[config.mk]
export PLATFORM = sky130hd
export DESIGN_NAME = output_daemon
export DESIGN_NICKNAME = d
export VERILOG_FILES = /design/src/rtl/switch_pkg.sv /design/src/rtl/sync_fifo.sv /design/src/rtl/output_daemon.sv
export SDC_FILE = /design/constraint.sdc
export NUM_CORES = 2
export LEC_CHECK = 0
export ABC_CLOCK_PERIOD_IN_PS = 14400
export CORE_ASPECT_RATIO = 0.5
export CORE_MARGIN = 1.5
export CORE_UTILIZATION = 56
export CTS_BUF_LIST = sky130_fd_sc_hd__clkbuf_8
export DETAILED_ROUTE_END_ITERATION = 10
export HOLD_SLACK_MARGIN = 0.06
export PLACE_DENSITY = 0.71
export SLEW_MARGIN = 25
export SYNTH_ARGS = -nofsm -noshare
export SYNTH_HDL_FRONTEND = slang
export SYNTH_SLANG_ARGS = --single-unit
[constraint.sdc]
create_clock -name clk -period 14.4 [get_ports clk]
set_input_delay 3.6 -clock clk [delete_from_list [all_inputs] [get_ports clk]]
set_output_delay 3.6 -clock clk [all_outputs]
set_load 0.005 [all_outputs]
[src/rtl/switch_pkg.sv]
// Shared definitions for the 4x4 switch: link layout, header fields and the
// output daemon state encoding.
package switch_pkg;

    localparam int NUM_PORTS      = 4;
    localparam int WORD_W         = 32;
    localparam int LINK_W         = 33;
    localparam int LINK_VALID_BIT = 32;

    localparam int DEST_MSB = 31;
    localparam int DEST_LSB = 24;
    localparam int LEN_MSB  = 23;
    localparam int LEN_LSB  = 8;
    localparam int SEQ_MSB  = 7;
    localparam int SEQ_LSB  = 0;

    typedef enum logic {
        OD_IDLE,
        OD_SEND
    } od_state_t;

    // Number of body words that follow a header word.
    function automatic logic [15:0] hdrLength(input logic [WORD_W-1:0] word);
        return word[LEN_MSB:LEN_LSB];
    endfunction

endpackage

[src/rtl/sync_fifo.sv]
// Single-clock show-ahead FIFO. A write into a full FIFO is still accepted
// when a read happens on the same edge, since the read frees the slot.
module sync_fifo #(
    parameter int WIDTH = 32,
    parameter int DEPTH = 16
) (
    input  logic             clk,
    input  logic             rst,
    input  logic             wr_en,
    input  logic [WIDTH-1:0] din,
    input  logic             rd_en,
    output logic [WIDTH-1:0] dout,
    output logic             full,
    output logic             empty
);

    localparam int AW = $clog2(DEPTH);

    logic [WIDTH-1:0] r_mem [DEPTH];
    logic [AW-1:0]    r_wrPtr;
    logic [AW-1:0]    r_rdPtr;
    logic [AW:0]      r_count;
    logic             w_doWrite;
    logic             w_doRead;

    assign full      = (r_count == (AW+1)'(DEPTH));
    assign empty     = (r_count == '0);
    assign dout      = r_mem[r_rdPtr];
    assign w_doRead  = rd_en && !empty;
    assign w_doWrite = wr_en && (!full || w_doRead);

    // Storage array; contents need no reset because the pointers gate them.
    always_ff @(posedge clk) begin
        if (w_doWrite) begin
            r_mem[r_wrPtr] <= din;
        end
    end

    // Pointer and occupancy bookkeeping.
    always_ff @(posedge clk) begin
        if (rst) begin
            r_wrPtr <= '0;
            r_rdPtr <= '0;
            r_count <= '0;
        end else begin
            if (w_doWrite) begin
                r_wrPtr <= r_wrPtr + AW'(1);
            end
            if (w_doRead) begin
                r_rdPtr <= r_rdPtr + AW'(1);
            end
            r_count <= r_count + (AW+1)'(w_doWrite) - (AW+1)'(w_doRead);
        end
    end

endmodule

[src/rtl/output_daemon.sv]
// Receive side of one switch output port: buffers the four input links,
// picks whole packets round-robin and streams them out with valid/ready.
module output_daemon
    import switch_pkg::*;
#(
    parameter int PORT_ID    = 1,
    parameter int FIFO_DEPTH = 16
) (
    input  logic              clk,
    input  logic              rst,
    input  logic [LINK_W-1:0] from_in_1,
    input  logic [LINK_W-1:0] from_in_2,
    input  logic [LINK_W-1:0] from_in_3,
    input  logic [LINK_W-1:0] from_in_4,
    output logic [WORD_W-1:0] output_word,
    output logic              output_valid,
    input  logic              out_ready,
    output logic [3:0]        overflow
);

    if (PORT_ID < 1 || PORT_ID > NUM_PORTS) begin : g_badPortId
        $error("output_daemon: PORT_ID must be 1..4");
    end
    if (FIFO_DEPTH < 2 || (FIFO_DEPTH & (FIFO_DEPTH - 1)) != 0) begin : g_badDepth
        $error("output_daemon: FIFO_DEPTH must be a power of 2, at least 2");
    end

    logic [LINK_W-1:0] w_link [NUM_PORTS];
    logic [WORD_W-1:0] w_dout [NUM_PORTS];
    logic [3:0]        w_full;
    logic [3:0]        w_empty;
    logic [3:0]        w_pop;
    logic [3:0]        w_drop;

    od_state_t         r_state;
    od_state_t         w_stateNext;
    logic [1:0]        r_rrPtr;
    logic [1:0]        r_grant;
    logic [15:0]       r_remaining;
    logic [WORD_W-1:0] r_word;
    logic              r_valid;
    logic [3:0]        r_overflow;

    logic              w_slotFree;
    logic              w_arbValid;
    logic [1:0]        w_arbGrant;
    logic [WORD_W-1:0] w_wordNext;
    logic              w_validNext;
    logic [15:0]       w_remainingNext;
    logic [1:0]        w_grantNext;
    logic [1:0]        w_rrNext;

    assign w_link[0] = from_in_1;
    assign w_link[1] = from_in_2;
    assign w_link[2] = from_in_3;
    assign w_link[3] = from_in_4;

    for (genvar g = 0; g < NUM_PORTS; g++) begin : g_fifo
        sync_fifo #(
            .WIDTH (WORD_W),
            .DEPTH (FIFO_DEPTH)
        ) u_fifo (
            .clk   (clk),
            .rst   (rst),
            .wr_en (w_link[g][LINK_VALID_BIT]),
            .din   (w_link[g][WORD_W-1:0]),
            .rd_en (w_pop[g]),
            .dout  (w_dout[g]),
            .full  (w_full[g]),
            .empty (w_empty[g])
        );
        assign w_drop[g] = w_link[g][LINK_VALID_BIT] && w_full[g] && !w_pop[g];
    end

    assign w_slotFree   = !r_valid || out_ready;
    assign output_word  = r_word;
    assign output_valid = r_valid;
    assign overflow     = r_overflow;

    // Round-robin search: first non-empty FIFO starting at r_rrPtr, wrapping.
    always_comb begin
        w_arbValid = 1'b0;
        w_arbGrant = r_rrPtr;
        for (int i = NUM_PORTS - 1; i >= 0; i--) begin
            if (!w_empty[r_rrPtr + 2'(i)]) begin
                w_arbValid = 1'b1;
                w_arbGrant = r_rrPtr + 2'(i);
            end
        end
    end

    // State register.
    always_ff @(posedge clk) begin
        if (rst) begin
            r_state <= OD_IDLE;
        end else begin
            r_state <= w_stateNext;
        end
    end

    // Next state: enter SEND on a header with a body, leave after the last body word.
    always_comb begin
        w_stateNext = r_state;
        case (r_state)
            OD_IDLE: begin
                if (w_slotFree && w_arbValid && hdrLength(w_dout[w_arbGrant]) != 16'd0) begin
                    w_stateNext = OD_SEND;
                end
            end
            OD_SEND: begin
                if (w_slotFree && !w_empty[r_grant] && r_remaining == 16'd1) begin
                    w_stateNext = OD_IDLE;
                end
            end
            default: w_stateNext = OD_IDLE;
        endcase
    end

    // Outputs: FIFO pops and next values of the output slot and packet bookkeeping.
    always_comb begin
        w_pop           = '0;
        w_wordNext      = r_word;
        w_validNext     = r_valid;
        w_remainingNext = r_remaining;
        w_grantNext     = r_grant;
        w_rrNext        = r_rrPtr;
        case (r_state)
            OD_IDLE: begin
                if (w_slotFree) begin
                    if (w_arbValid) begin
                        w_pop[w_arbGrant] = 1'b1;
                        w_wordNext        = w_dout[w_arbGrant];
                        w_validNext       = 1'b1;
                        if (hdrLength(w_dout[w_arbGrant]) == 16'd0) begin
                            w_rrNext = w_arbGrant + 2'd1;
                        end else begin
                            w_remainingNext = hdrLength(w_dout[w_arbGrant]);
                            w_grantNext     = w_arbGrant;
                        end
                    end else begin
                        w_wordNext  = '0;
                        w_validNext = 1'b0;
                    end
                end
            end
            OD_SEND: begin
                if (w_slotFree) begin
                    if (!w_empty[r_grant]) begin
                        w_pop[r_grant]  = 1'b1;
                        w_wordNext      = w_dout[r_grant];
                        w_validNext     = 1'b1;
                        w_remainingNext = r_remaining - 16'd1;
                        if (r_remaining == 16'd1) begin
                            w_rrNext = r_grant + 2'd1;
                        end
                    end else begin
                        w_wordNext  = '0;
                        w_validNext = 1'b0;
                    end
                end
            end
            default: begin
                w_wordNext  = '0;
                w_validNext = 1'b0;
            end
        endcase
    end

    // Datapath registers and the sticky overflow flags.
    always_ff @(posedge clk) begin
        if (rst) begin
            r_word      <= '0;
            r_valid     <= 1'b0;
            r_remaining <= '0;
            r_grant     <= '0;
            r_rrPtr     <= '0;
            r_overflow  <= '0;
        end else begin
            r_word      <= w_wordNext;
            r_valid     <= w_validNext;
            r_remaining <= w_remainingNext;
            r_grant     <= w_grantNext;
            r_rrPtr     <= w_rrNext;
            r_overflow  <= r_overflow | w_drop;
        end
    end

endmodule
Word-level counts from Yosys, hierarchy flattened
Memory sizes are Yosys's and may differ from the RTL's. A register that Yosys moved wholly into a read port is not among the register bits.
Cells that the tools add are included.

word-level totals
  flip-flop bits (word level) = 110
  bits in latches = 0
  bits in writable memories = 2048
  ROM bits = 0
  input port bits = 135
  output and inout bits = 37
  word-level logic and storage cells = 198
  memories kept = 4

memories
  memory                  depth  bits a word  read ports  clocked after memory_dff  write ports  RTL line         source
  g_fifo[0].u_fifo.r_mem  16     32           1           1                         1            sync_fifo.sv:19  logic [WIDTH-1:0] r_mem [DEPTH];
  g_fifo[1].u_fifo.r_mem  16     32           1           1                         1            sync_fifo.sv:19
  g_fifo[2].u_fifo.r_mem  16     32           1           1                         1            sync_fifo.sv:19
  g_fifo[3].u_fifo.r_mem  16     32           1           1                         1            sync_fifo.sv:19

operators by class
  add/subtract/negate cells = 22
  multipliers = 0
  div/mod/pow operators = 0
  order comparisons = 10
  equality and inequality tests = 12
  shift operators = 0
  muxes and demuxes = 75
  bitwise logic cells = 5
  reduce and logical (&&, ||, !) cells = 51

operator list
  cell                     count
  $mux W32                 8
  $bmux W32 S2             2
  $mux W16                 5
  $pmux W32 S2             1
  $mux W4                  12
  $add A4 B1 Y4 const B    8
  $pmux W16 S2             1
  $mux W1                  25
  $logic_and A1 B1 Y1      22
  $add A5 B1 Y5            4
  $eq A5 B5 Y1 const B     4
  $logic_not A5 Y1         4
  $mux W2                  10
  $sub A5 B1 Y5            4
  $lt A2 B3 Y1 const B     6
  $eq A16 B1 Y1 const B    1
  $logic_not A16 Y1        1
  $reduce_bool A16 Y1      1
  $sub A16 B1 Y16 const B  1
  $logic_not A1 Y1         14
  $bmux W1 S2              5
  $ne A2 B2 Y1 const B     5
  $pmux W4 S2              1
  $add A2 B1 Y2 const B    3
  other kinds (15)         27

Logic depth before layout (Yosys ltp)
  word-level depth = 19
  mapped depth = 20
  gate-level depth less buffers = 19

Cells and area by module
From an unflattened synthesis, not the netlist that was laid out.

unflattened totals
  cells, all modules = 4139
  area, all modules = 85109.1 um^2

by module, submodules not included
  module                            times used  cells each  area each (um^2)
  sync_fifo (g_fifo[0].u_fifo ...)  2           891         20023.0
  sync_fifo (g_fifo[2].u_fifo)      1           894         20028.0
  sync_fifo (g_fifo[3].u_fifo)      1           893         19996.7
  output_daemon                     1           570         5038.6

Worst setup path after synthesis
OpenSTA, ideal clock, no wires.

  kind = input-to-reg
  from = input out_ready
  to = memory g_fifo[0].u_fifo.r_mem[3][0] (enable)
  library setup time = 461 ps
  arrival time = 7395 ps
  slack = 6544 ps
  cell stages on the path = 8
  path buffers = 2
  cell sequence = nand2b_1 clkbuf_1 nand3_1 o32ai_1 o21a_1 buf_2 nand2_1 nor3_1

between the ends
  cells in the longest elaborated chain, start to end = 8
  elaborated cells on any way between the ends = 9

ends and longest elaborated chain
  element                              RTL line                                    source
  from (decl)                          output_daemon.sv:17                         input logic out_ready,
  $logic_or A1 B1 Y1 *                 output_daemon.sv:75                         assign w_slotFree = !r_valid || out_ready;
  $mux W4, on equally long branches    output_daemon.sv:147, output_daemon.sv:129
  $pmux W4 S2 *                        output_daemon.sv:127                        case (r_state)
  $logic_and A1 B1 Y1 *                sync_fifo.sv:29                             assign w_doRead = rd_en && !empty;
  named net g_fifo[0].u_fifo.w_doRead  sync_fifo.sv:24                             logic w_doRead;
  $logic_or A1 B1 Y1 *                 sync_fifo.sv:30                             assign w_doWrite = wr_en && (!full || w_doRead);
  $logic_and A1 B1 Y1 *                sync_fifo.sv:30
  $mux W1 *                            sync_fifo.sv:34                             if (w_doWrite) begin
  $mux W1 (implied by the code) *      sync_fifo.sv:35                             r_mem[r_wrPtr] <= din;
  to (decl)                            sync_fifo.sv:19

Mark *: on every way through the listed nets, which the timed path passes. The rest lies on a longest branch.

Worst setup path in the final report
  from = input out_ready
  to = memory g_fifo[2].u_fifo.r_mem[15][10] (enable)

between the ends
  cells in the longest elaborated chain, start to end = 8
  elaborated cells on any way between the ends = 9

ends and longest elaborated chain
  element                               RTL line                                    source
  $logic_or A1 B1 Y1 *                  output_daemon.sv:75
  $mux W4, on equally long branches     output_daemon.sv:147, output_daemon.sv:129
  $pmux W4 S2 *                         output_daemon.sv:127
  $logic_and A1 B1 Y1 *                 sync_fifo.sv:29
  $logic_or A1 B1 Y1 *                  sync_fifo.sv:30
  $logic_and A1 B1 Y1 *                 sync_fifo.sv:30
  named net g_fifo[2].u_fifo.w_doWrite  sync_fifo.sv:23                             logic w_doWrite;
  $mux W1 *                             sync_fifo.sv:34
  $mux W1 (implied by the code) *       sync_fifo.sv:35
  to (decl)                             sync_fifo.sv:19

Marked as above.

==> flow_metrics.py <==
metrics = {
    "floorplanning": {
        "die_h_um": 278,
        "dieArea_sq_mm": 0.154,
        "initial_core_util_pct": 56.7,
        "dieWidth_um": 553,
        "core.rowCount": 100,
        "io_pins": 172,
        "core_area_sq_mm": 0.150,
    },
    "setup_path": {
        "critical_path.top_delay_family": "simple AND/OR/NAND/NOR gates",
        "startpoint_type": "input pin",
        "crit_path_cell_trace": "clkdlybuf4s50_1 > nand2b_2 > buf_4 > and3_1 > a32oi_2 > a31oi_2 > nand2_1 > nor2_4 > buf_4",
        "crit_path_frequent_cell": "buf_4",
        "rr_worst_depth": 12,
        "critPathMaxStageDelay_ns": 0.64,
        "cp_max_fo": 70,
        "cp_num_buf_inv": 3,
        "critPathArrivalTime_ns": 7.46,
        "r2r_slack_ns": 8.60,
        "crit_required_ns": 14.92,
        "worstSetupPathType": "in -> reg",
        "critPathSlowestCell": "a31oi_2",
        "r2r-end": "r_remaining[7]",
        "crit_path_end_kind": "register",
    },
    "global_route": {
        "grt.overflow.total": 0,
        "grt_pass1_wl_um": 285000,
        "grt_max_degree": 80,
        "grt_pass1_vias": 41852,
        "antenna_found_initial": 9,
        "grt_usage_pct": 25.4,
    },
    "sta": {
        "rsz0062_at_grt": "false",
        "tightestPinTransition_ns": 1.09,
        "finalHoldViolations": 0,
        "maxSlewViolCount": 0,
        "fin_worst_skew_ns": 0.0609,
        "fin_crit_ns": 6.95,
        "tns_ns": 0,
        "fmax_mhz": 144,
        "post-route-period-util_pct": 48.2,
        "slew_headroom_pct": 27.2,
        "setup_viol": 0,
    },
    "power_and_ir_drop": {
        "ir_drop_uv": 125,
        "p_leak_nw": 29.9,
        "power_density_mw_per_mm2": 158,
    },
    "clocking": {
        "clockBufferDepth": 4,
        "cts_tree": "yes",
        "cts_hold_buf": 0,
        "cts.clk_slew.worst_paths_ns": 0.06,
        "htree_num_levels": 5,
        "cts-resized-gates": 0,
        "cts_sinks": 2174,
        "clk_latency_ns": 0.92,
        "root_buffer": "clkbuf_8",
        "postCtsSetupRepairBufs": 0,
        "cts_buffers": 299,
    },
    "cells_and_area": {
        "fillers": 9692,
        "area_growth_pct": 12.5,
        "register_area_sq_mm": 0.0641,
        "finalInstanceArea_sq_mm": 0.0955,
        "layout.nets": 4538,
        "multi_input_area_sq_mm": 0.0202,
        "drive_gt1_share_pct": 25.7,
    },
    "drt": {
        "drc": 0,
        "ant_nets": 0,
        "vias_per_cell": 6.39,
        "dr.pass1.iters": 7,
        "drtIter0Drc": 5763,
        "wl_um": 194000,
        "routedWlPerCell_um": 29.5,
        "vias": 42037,
    },
    "synthesis": {
        "yosysSeqAreaShare_pct": 75.5,
        "avgSynthCellArea_sq_um": 21.2,
        "synth_edf_count": 2048,
        "ys.warnings.count": 0,
        "synth_top_cells_by_count": "edfxtp_1, mux4_2, nand2_1",
        "synthTopCellsByArea": "edfxtp_1, mux4_2, dfxtp_1, a22oi_1, nand2_1",
        "synth_top_area_share_pct": 72.5,
        "syn-num-nets": 4177,
        "synth_area_leader_cell": "edfxtp_1",
        "synthCells": 3994,
        "synthDistinctLibCells": 63,
        "synth.most_common_cell": "edfxtp_1",
        "ys_ff_latch": 2174,
        "syn_area_sq_mm": 0.0848,
        "synth_ff_type": "edfxtp_1",
        "async_flop_share_pct": 0,
    },
    "place": {
        "io_buffers": 171,
        "place_hpwl_um": 123000,
        "gp_congestion": 0.865,
        "postPlaceCellArea_sq_mm": 0.0901,
    },
    "run_status": {
        "status": "complete, no violations",
    },
    "flow_run": {
        "drv_cap": 0,
    },
    "worst_hold_path": {
        "hold_class": "reg -> reg",
        "hold_start": "overflow[0]",
        "hold_path_end": "overflow[0]",
        "whs_path_depth": 2,
    },
}
## metal layers
metal | track usage, % | share of wire [%]
met5 | 0 | 0.0057
met4 | 6.57 | 2.3
met3 | 5.44 | 10
met2 | 37.7 | 46
met1 | 39.0 | 42
## placed cells by master (no fill, tap or decap), types with 12 or more instances in the layout
master	netlist	routed
ha_1	44	44
mux4_2	608	608
inv_1	36	127
a211oi_1	16	16
xor2_1	25	25
a21oi_1	34	33
clkinv_1	2	80
buf_4	2	81
xnor2_1	19	19
mux2i_1	64	64
buf_16	0	29
a32oi_1	17	17
clkinv_2	0	23
nand2_1	181	181
o21ai_0	14	14
nand2b_1	13	12
nor3_2	0	16
a22oi_1	128	128
clkdlybuf4s50_1	0	170
clkbuf_8	0	306
nor2b_1	16	16
nor2_1	165	117
nand3_1	78	78
nor2_4	0	48
dfxtp_1	126	116
a311oi_1	18	18
edfxtp_1	2048	2048
## flip-flops by register name, indices dropped and copies added (netlist names), named ones only
register,cells
g_fifo.u_fifo.r_mem,2048
output_word,32
g_fifo.u_fifo.r_count,20
g_fifo.u_fifo.r_rdPtr,16
g_fifo.u_fifo.r_wrPtr,16
r_remaining,16
overflow,4
r_grant,2
r_rrPtr,2
output_valid,1
r_state,1
## worst max path at each step
stage	depth (start not counted)	slack, ns	start	to
after floorplan	8	6.54	out_ready	g_fifo[0].u_fifo.r_mem[3][0]
after global placement	8	6.61	out_ready	g_fifo[1].u_fifo.r_mem[5][17]
after detailed placement	9	6.66	out_ready	g_fifo[2].u_fifo.r_mem[15][24]
after CTS	9	7.56	out_ready	g_fifo[2].u_fifo.r_mem[15][10]
after global routing	9	7.27	out_ready	g_fifo[2].u_fifo.r_mem[15][10]
final	9	7.45	out_ready	g_fifo[2].u_fifo.r_mem[15][10]
## logic make-up (layout without fill, tap and decap cells)
| logic type | Yosys count | in the layout | synth area share, % |
|---|---|---|---|
| and+or+nand+nor | 522 | 522 | 2.75 |
| adders and majority gates | 48 | 48 | 0.743 |
| DFF | 2174 | 2174 | 75.5 |
| buffers and inverters | 267 | 853 | 1.33 |
| muxes | 672 | 672 | 16.9 |
| other | 0 | 7 | 0 |
| AOI/OAI and AO/OA | 267 | 267 | 2.36 |
| xor gates and xnor gates | 44 | 44 | 0.454 |
## through the flow
| step | util [%] | power [mW] | instances | hold WS, ns | worst slack [ns] |
|---|---|---|---|---|---|
| 2_1_floorplan | - | 9.62 | 3994 | 0.460 | 6.54 |
| 3_3_place_gp | 59.6 | 10.7 | 6006 | 0.469 | 6.61 |
| 3_5_place_dp | 60.3 | 10.8 | 6043 | 0.472 | 6.66 |
| 4_1_cts | 63.8 | 15.1 | 6569 | 0.488 | 7.56 |
| 5_1_grt | 63.8 | 15.6 | 6573 | 0.510 | 7.27 |
| 6_report | 63.8 | 15.0 | 6576 | 0.493 | 7.45 |
## area by class of cell
cell class | count | area share [%]
diodes | 7 | 0.0184
inverters | 38 | 0.149
flip-flops and latches | 2174 | 67.1
well taps | 1989 | 2.61
multi-input cells | 1553 | 21.1
repair buffers | 289 | 3.44
clock inverters | 220 | 1.16
clock buffers | 306 | 4.41
## power breakdown
group          total (mW)  switching (mW)  internal (mW)
Clock                4.35            2.27           2.08
Combinational        3.26            1.83           1.42
Sequential           7.44           0.244           7.19
## tightest hold or removal path, delay by kind of cell, from the launching register on
kind | cells | cell delay [ns]
compound gates | 1 | 0.04
simple gates | 1 | 0.08
flops | 1 | 0.33
(Power assumes the default switching activity.)
